--- config.mk ---
export PLATFORM = sky130hd
export DESIGN_NAME = i2s_tx_multi
export DESIGN_NICKNAME = d
export VERILOG_FILES = /design/src/rtl/i2s_tx_multi.sv
export SDC_FILE = /design/constraint.sdc
export NUM_CORES = 1
export LEC_CHECK = 0
export ABC_CLOCK_PERIOD_IN_PS = 16900
export CAP_MARGIN = 5
export CORE_MARGIN = 8
export CORE_UTILIZATION = 46
export DETAILED_ROUTE_END_ITERATION = 8
export SYNTH_ARGS = -nofsm -noshare
export SYNTH_HDL_FRONTEND = slang
export SYNTH_SLANG_ARGS = --single-unit
--- constraint.sdc ---
create_clock -name CLK -period 16.9 [get_ports CLK]
set_clock_uncertainty 0.2 [all_clocks]
set_input_delay 4.225 -clock CLK [delete_from_list [all_inputs] [get_ports CLK]]
set_output_delay 4.225 -clock CLK [all_outputs]
set_load 0.03 [all_outputs]
--- src/rtl/i2s_tx_multi.sv ---
// i2s_tx_multi: FIFO-buffered I2S / TDM serial transmitter.
// Samples enter on a valid/ready stream. They leave MSB-first on SCK/WS/DATA.
// A frame is sent only when a full frame of samples is buffered; otherwise
// the frame is zero-filled and an underrun pulse is raised.
//
// state | meaning
// IDLE  | SCK/WS/DATA held low, divider parked at 0, waiting for enable
// RUN   | frames being serialised; leaves only at a frame boundary
module i2s_tx_multi #(
    parameter int SAMPLE_WIDTH = 16,
    parameter int SLOT_WIDTH   = 32,
    parameter int CHANNELS     = 2,
    parameter int CLK_DIV      = 4,
    parameter int FIFO_DEPTH   = 8
) (
    input  logic                        CLK,
    input  logic                        Reset,
    input  logic [3:0]                  AudioControlRegister,
    input  logic [SAMPLE_WIDTH-1:0]     s_data,
    input  logic                        s_valid,
    output logic                        s_ready,
    output logic                        DAC_I2S_CLK,
    output logic                        DAC_I2S_WS,
    output logic                        DAC_I2S_DATA,
    output logic                        underrun,
    output logic [$clog2(FIFO_DEPTH):0] fifo_level
);
    localparam int PTR_W  = $clog2(FIFO_DEPTH);
    localparam int LVL_W  = PTR_W + 1;
    localparam int TOTAL  = SLOT_WIDTH * CHANNELS;
    localparam int IDX_W  = $clog2(TOTAL);
    localparam int SLOT_W = $clog2(SLOT_WIDTH);
    localparam int DIV_W  = (CLK_DIV > 1) ? $clog2(CLK_DIV) : 1;

    typedef enum logic {ST_IDLE = 1'b0, ST_RUN = 1'b1} state_t;

    state_t                   r_state;
    state_t                   w_state_next;

    logic [SAMPLE_WIDTH-1:0]  r_mem [FIFO_DEPTH];
    logic [PTR_W-1:0]         r_wr_ptr;
    logic [PTR_W-1:0]         r_rd_ptr;
    logic [LVL_W-1:0]         r_level;

    logic [DIV_W-1:0]         r_div;
    logic                     r_sck;
    logic                     r_ws;
    logic [IDX_W-1:0]         r_bit_idx;
    logic [SLOT_W-1:0]        r_slot_cnt;
    logic [SLOT_WIDTH-1:0]    r_shift;
    logic                     r_live;
    logic                     r_underrun;

    logic                     w_enable;
    logic [2:0]               w_atten;
    logic                     w_push;
    logic                     w_pop;
    logic                     w_div_wrap;
    logic                     w_fall;
    logic                     w_frame_end;
    logic                     w_frame_start;
    logic                     w_stop;
    logic                     w_level_ok;
    logic                     w_live;
    logic                     w_slot_start;
    logic [IDX_W-1:0]         w_idx_next;
    logic [IDX_W-1:0]         w_idx_plus;
    logic [SLOT_W-1:0]        w_slot_next;
    logic                     w_ws_next;
    logic signed [SAMPLE_WIDTH-1:0] w_head;
    logic signed [SAMPLE_WIDTH-1:0] w_head_att;
    logic [SLOT_WIDTH-1:0]    w_load;

    assign w_enable    = AudioControlRegister[3];
    assign w_atten     = AudioControlRegister[2:0];
    assign s_ready     = (r_level < LVL_W'(FIFO_DEPTH));
    assign w_push      = s_valid && s_ready;
    assign w_level_ok  = (r_level >= LVL_W'(CHANNELS));
    assign w_div_wrap  = (r_div == DIV_W'(CLK_DIV - 1));
    assign w_fall      = (r_state == ST_RUN) && w_div_wrap && r_sck;
    assign w_frame_end = w_fall && (r_bit_idx == IDX_W'(TOTAL - 1));

    // FSM state register
    always_ff @(posedge CLK or posedge Reset) begin
        if (Reset) r_state <= ST_IDLE;
        else       r_state <= w_state_next;
    end

    // FSM next state: RUN is left only at a frame boundary with enable low
    always_comb begin
        w_state_next = r_state;
        case (r_state)
            ST_IDLE: if (w_enable) w_state_next = ST_RUN;
            ST_RUN:  if (w_frame_end && !w_enable) w_state_next = ST_IDLE;
            default: w_state_next = ST_IDLE;
        endcase
    end

    // FSM outputs: frame start (entry or wrap) and stop at the frame boundary
    always_comb begin
        w_frame_start = 1'b0;
        w_stop        = 1'b0;
        case (r_state)
            ST_IDLE: w_frame_start = w_enable;
            ST_RUN: begin
                w_frame_start = w_frame_end && w_enable;
                w_stop        = w_frame_end && !w_enable;
            end
            default: ;
        endcase
    end

    // Slot bookkeeping, next bit position and next WS level
    always_comb begin
        w_live       = w_frame_start ? w_level_ok : r_live;
        w_slot_start = w_frame_start ||
                       (w_fall && !w_frame_end && (r_slot_cnt == SLOT_W'(SLOT_WIDTH - 1)));
        w_pop        = w_slot_start && w_live;
        w_idx_next   = w_frame_start ? '0 : r_bit_idx + 1'b1;
        w_slot_next  = (w_frame_start || (r_slot_cnt == SLOT_W'(SLOT_WIDTH - 1)))
                       ? '0 : r_slot_cnt + 1'b1;
        w_idx_plus   = (w_idx_next == IDX_W'(TOTAL - 1)) ? '0 : w_idx_next + 1'b1;
        // I2S leads the slot by one bit; TDM marks the final bit of the frame
        if (CHANNELS == 2) w_ws_next = (w_idx_plus >= IDX_W'(SLOT_WIDTH));
        else               w_ws_next = (w_idx_next == IDX_W'(TOTAL - 1));
    end

    // Shifter load: attenuated sample left-justified in the slot, or silence
    always_comb begin
        w_head     = r_mem[r_rd_ptr];
        w_head_att = w_head >>> w_atten;
        w_load     = '0;
        if (w_live) w_load[SLOT_WIDTH-1 -: SAMPLE_WIDTH] = w_head_att;
    end

    // Sample FIFO with occupancy counter; pointers wrap on power-of-two depth
    always_ff @(posedge CLK or posedge Reset) begin
        if (Reset) begin
            for (int i = 0; i < FIFO_DEPTH; i++) r_mem[i] <= '0;
            r_wr_ptr <= '0;
            r_rd_ptr <= '0;
            r_level  <= '0;
        end else begin
            if (w_push) begin
                r_mem[r_wr_ptr] <= s_data;
                r_wr_ptr        <= r_wr_ptr + 1'b1;
            end
            if (w_pop) r_rd_ptr <= r_rd_ptr + 1'b1;
            if (w_push && !w_pop)      r_level <= r_level + 1'b1;
            else if (!w_push && w_pop) r_level <= r_level - 1'b1;
        end
    end

    // Bit-clock divider; SCK toggles on every divider wrap while in RUN
    always_ff @(posedge CLK or posedge Reset) begin
        if (Reset) begin
            r_div <= '0;
            r_sck <= 1'b0;
        end else if ((r_state != ST_RUN) || w_stop) begin
            r_div <= '0;
            r_sck <= 1'b0;
        end else if (w_div_wrap) begin
            r_div <= '0;
            r_sck <= ~r_sck;
        end else begin
            r_div <= r_div + 1'b1;
        end
    end

    // Bit/slot position and WS advance on SCK fall or frame start
    always_ff @(posedge CLK or posedge Reset) begin
        if (Reset) begin
            r_bit_idx  <= '0;
            r_slot_cnt <= '0;
            r_ws       <= 1'b0;
        end else if (w_stop) begin
            r_bit_idx  <= '0;
            r_slot_cnt <= '0;
            r_ws       <= 1'b0;
        end else if (w_frame_start || w_fall) begin
            r_bit_idx  <= w_idx_next;
            r_slot_cnt <= w_slot_next;
            r_ws       <= w_ws_next;
        end
    end

    // Output shifter: load at slot start, shift left on each SCK fall
    always_ff @(posedge CLK or posedge Reset) begin
        if (Reset)             r_shift <= '0;
        else if (w_stop)       r_shift <= '0;
        else if (w_slot_start) r_shift <= w_load;
        else if (w_fall)       r_shift <= {r_shift[SLOT_WIDTH-2:0], 1'b0};
    end

    // Live/silent decision per frame and the one-cycle underrun pulse
    always_ff @(posedge CLK or posedge Reset) begin
        if (Reset) begin
            r_live     <= 1'b0;
            r_underrun <= 1'b0;
        end else begin
            r_underrun <= w_frame_start && !w_level_ok;
            if (w_frame_start) r_live <= w_level_ok;
        end
    end

    assign DAC_I2S_CLK  = r_sck;
    assign DAC_I2S_WS   = r_ws;
    assign DAC_I2S_DATA = r_shift[SLOT_WIDTH-1];
    assign underrun     = r_underrun;
    assign fifo_level   = r_level;

endmodule

# Word-level counts from Yosys, hierarchy flattened
# Cells that the tools add are included.
[op_classes]
addsub = 8
n_lt_le_gt_ge = 6
eq_ne = 4
n_shift = 1
mux = 31
bitwise_logic = 4
reduce_logical = 26
[ops]
columns = ["operator", "n"]
rows = [
  ["bitwise mux 128 bit", 1],
  ["two-way mux 32 bit", 3],
  ["two-way mux 16 bit", 4],
  ["binary-select mux 16 bit (select 3 bit)", 1],
  ["demux 16 bit (select 3 bit)", 1],
  ["two-way mux 6 bit", 4],
  [">>> shifter 16 x 3 -> 16 bit", 1],
  ["two-way mux 5 bit", 3],
  ["logical AND 1 bit", 13],
  ["adder 6 x 1 -> 6 bit, second input constant", 2],
  ["equality test 6 bit, second input constant", 2],
  ["greater-or-equal comparator 4 bit, second input constant", 2],
  ["two-way mux 1 bit", 8],
  ["two-way mux 4 bit", 2],
  ["NOT 3 -> 4 bit", 2],
  ["adder 3 x 1 -> 3 bit, second input constant", 2],
  ["greater-or-equal comparator 6 bit, second input constant", 1],
  ["nonzero test 2 bit", 3],
  ["adder 5 x 1 -> 5 bit, second input constant", 1],
  ["equality test 5 bit, second input constant", 1],
  ["zero test 1 bit", 5],
  ["adder 4 x 1 -> 4 bit, second input constant", 1],
  ["greater-or-equal comparator 4 x 2 -> 1 bit, second input constant", 1],
  ["logical OR 1 bit", 4],
  ["other kinds (9)", 12],
]
[totals]
ff_bits = 188
input_bits = 23
output_inout_bits = 9
word_cells = 100

# Logic depth before layout (Yosys ltp)
[depth]
depth_word = 12
depth_mapped = 14
mapped_depth_nobuf = 12

# Worst setup path before layout
# No wires, ideal clock.
[synth_path]
path_type = "input to register"
start = "input AudioControlRegister[3]"
end = "register r_level[3] (netlist: fifo_level[3])"
setup_ns = 0.132
arrival_ns = 6.299
required_time_ns = 16.568
setup_slack_ns = 10.269
path_stages = 13
n_path_buf = 2
path_cell_list = "nand4_1 o32ai_1 a32oi_2 buf_2 buf_2 ha_1 inv_1 ha_1 a21o_1 a21oi_1 xnor2_1 nor2_1 xnor2_1"
[synth_between]
elab_chain_cells = 7
elab_cells_between_ends = 10
cone_classes = "mux: 3; reduce/logical: 7"
[synth_lines]
columns = ["element", "line", "text"]
rows = [
  ["from (decl)", "18", "input logic [3:0] AudioControlRegister,"],
  ["logical AND 1 bit", "106", "w_frame_start = w_frame_end && w_enable;"],
  ["case mux 1 bit (2 select lines) (*)", "103", "case (r_state)"],
  ["two-way mux 1 bit or logical OR 1 bit (tied branches)", "115, 116", ""],
  ["logical AND 1 bit (*)", "118", "w_pop = w_slot_start && w_live;"],
  ["zero test 1 bit", "149", "if (w_push && !w_pop) r_level <= r_level + 1'b1;"],
  ["logical AND 1 bit", "149", ""],
  ["two-way mux 4 bit or nonzero test 2 bit (tied branches)", "--", ""],
  ["to (signal assigned)", "149", ""],
  ["to (signal assigned)", "150", "else if (!w_push && w_pop) r_level <= r_level - 1'b1;"],
  ["to (decl)", "43", "logic [LVL_W-1:0] r_level;"],
]
# Every way passes the cells marked *; elsewhere a longest branch is shown, timed or not.
# A chain may end at the register's enable or synchronous reset.

# Final worst setup path
# Same ends and word-level chain as after synthesis.

==> metrics.txt <==
HP Class=reg -> reg; Final Net Count=689; CTS sink cnt=172; Syn Inst Count=around 630; Core Region=approximately 18000 um^2; Cell variety after synth=63; final routed wire length divided by cell count=between 20 and 25 um; commonest non-fill, non-tap cell in the layout=dfrtp_1; register area share after synthesis=a little over 50%; FF-to-FF path depth=12; largest net degree at the start of global routing=97; DR pass1 iterations=6; Min-Delay Endpoint=r_div[0]$_DFF_PP0_; root buf cell=clkbuf_16; RR Endpoint=fifo_level[3]$_DFFE_PP0P_; Site Rows=49; highest clock rate=roughly 0.14 GHz; first-pass GRT wire length=approximately 31 mm; Area Overhead vs Synth=12.7%; Worst Tran Pin Value=1.26 ns; grt peak-use layer=met2; num ports=32; most frequent cells in the layout=dfrtp_1, mux2_2, nand2_1, clkdlybuf4s50_1; CP Capture Type=flip-flop; Synth Flop Type=dfrtp_1; Synth async-reset ratio=100%; Routed WL=18.7 mm; Final Hold Viols=0; Slew headroom=~16%; synth warn=0; Final setup viols=0; syn_nets=around 660; antenna violations before repair=0; Worst-Skew Late Latency=~0.43 ns; CP Launch Type=primary input; Die X=~150 um; post-CTS sizing=0; cts-stage hold buffer count=0; Static Leakage=4.02 nW; Detail Route Antenna Nets=0; largest buffer count on any clock path=2; Util after Layout=a little over half; met3 usage=about 3.8%; CTS tree=done; clk slew on worst S/H paths=approximately 0.060 ns; GR Layer Usage met2=between 20% and 30%; # DRC=0; Avg Cell Area, Syn=about 14 um^2; share of cells above drive strength 1=approximately a third; max_cap viols=0; WP data required=roughly 17 ns; CTS H-Tree Depth=4; Initial Util=47.0%; synthesized flop and latch total=~170; reg2reg start=r_bit_idx[0]$_DFFE_PP0P_; R2R Setup Slk=around 13 ns; setup bufs post-CTS=0; vias in the first global route=5657; TritonCTS buffer count=17; status=finished, final reports clean; Post-Syn Area=roughly 8500 um^2; Final Cycle Share=42.5%; min-delay src=r_div[0]$_DFF_PP0_; via count=5361; I/O Buffers=31; grt ovf=0; Final HPWL DP=about 12 mm; 1st-iter DRT viols=420; Post-synth EDFFs=0; peak supply drop=79.8 uV; hold depth=1; WS Path Type=in -> reg; GP Congestion=0.780; Critical Path Start=AudioControlRegister[3]; Ant. Diodes=0; worst-path fanout max=22; Critical Path AT=7.29 ns; Die Ht=152 um; vias per cell=approximately 6; RSZ-0062 raised after global routing=no; fillers=around 1.5k; Die ar.=~23000 um^2; power density of the placed cells=about 170 nW/um^2; setup_tns=0 ns; final critical-path required period=around 7 ns; total global-route track usage=between 10% and 20%; M1 GR Usage=22.2%; fin. max-slew vios=0
[synth_stat cells (3+ instances only)]
master / n / share of area (%)
buf_2: 12 / 0.71
nand3_1: 11 / 0.65
a22oi_1: 12 / 1.1
nand2_1: 32 / 1.4
o211ai_1: 4 / 0.35
nor2b_1: 4 / 0.29
xnor2_1: 10 / 1.0
mux4_1: 4 / 1.2
or3_1: 4 / 0.29
a31oi_1: 3 / 0.22
nor2_1: 23 / 1.0
o21ai_1: 3 / 0.18
clkbuf_1: 12 / 0.53
mux4_2: 26 / 6.9
ha_1: 9 / 1.3
mux2_2: 139 / 18
nor4_1: 3 / 0.22
o21ai_0: 18 / 1.1
dfrtp_1: 172 / 51
a222oi_1: 8 / 0.94
nand2b_1: 7 / 0.51
nor3_1: 7 / 0.41
and3_1: 3 / 0.22
buf_6: 5 / 0.66
a21oi_1: 10 / 0.59
inv_1: 9 / 0.40
nor3b_2: 3 / 0.44
a22o_1: 4 / 0.41
mux2i_1: 26 / 3.1
[cell type report]
type,count,area (um^2),area share [%]
flip-flops and latches,172,4310,44.9
multi-input cells,412,3960,41.3
clock buffers,19,453,4.72
repair buffers,43,400,4.17
well taps,229,287,2.99
clock inverters,13,140,1.46
inverters,10,42.5,0.444
[sequential cells by signal, summed over array words and instances (netlist names), 2 cells and up]
register    flops
r_mem         128
r_shift        16
r_div           2
r_slot_cnt      5
r_bit_idx       6
r_wr_ptr        3
fifo_level      4
r_rd_ptr        3
[kinds of logic after synthesis]
kind of cell | synth area share (%)
compound gates | 7.25
flops | 50.6
simple gates | 6.32
mux | 30.3
buf+inv | 2.87
fa+ha+maj | 1.56
xor+xnor | 1.13
[through the flow]
step | setup WS (ns) | total power, mW | hold WS, ns | cells | instance area, um^2
2_1_floorplan | 7.81 | 1.12 | 0.215 | 629 | 8510
3_3_place_gp | 9.38 | 1.24 | 0.229 | 866 | 9000
3_5_place_dp | 9.29 | 1.28 | 0.233 | 866 | 9000
4_1_cts | 9.75 | 1.67 | 0.242 | 898 | 9590
5_1_grt | 9.47 | 1.76 | 0.249 | 898 | 9590
6_report | 9.72 | 1.66 | 0.236 | 898 | 9590
[per-layer routing]
metal	vias to the layer above	wire (um)
li1	2423	-
met1	2824	8850
met2	90	9010
met3	24	603
met4	0	255
met5	-	0
[worst max-delay path by stage]
stage / cells after the start / endpoint
2_1_floorplan: 1 / DAC_I2S_CLK$_DFFE_PP0P_
3_3_place_gp: 12 / fifo_level[3]$_DFFE_PP0P_
3_5_place_dp: 12 / fifo_level[3]$_DFFE_PP0P_
4_1_cts: 12 / fifo_level[3]$_DFFE_PP0P_
5_1_grt: 12 / fifo_level[3]$_DFFE_PP0P_
6_report: 12 / fifo_level[3]$_DFFE_PP0P_
[power by group]
part	leakage, nW	switching [mW]	internal [mW]	total (mW)
Clock	0.287	0.167	0.226	0.394
Sequential	2.15	0.110	0.599	0.708
Combinational	1.58	0.256	0.303	0.559
[critical path, stage by stage]
cell and delay, ns:
clkdlybuf4s50_1 0.50, nand4_1 0.13, o32ai_1 0.12, a32oi_2 0.85, ha_1 0.34, inv_1 0.10, ha_1 0.29, a21o_1 0.19
a21oi_1 0.19, xnor2_1 0.16, nor2_1 0.07, xnor2_1 0.13
(Power assumes the default switching activity.)
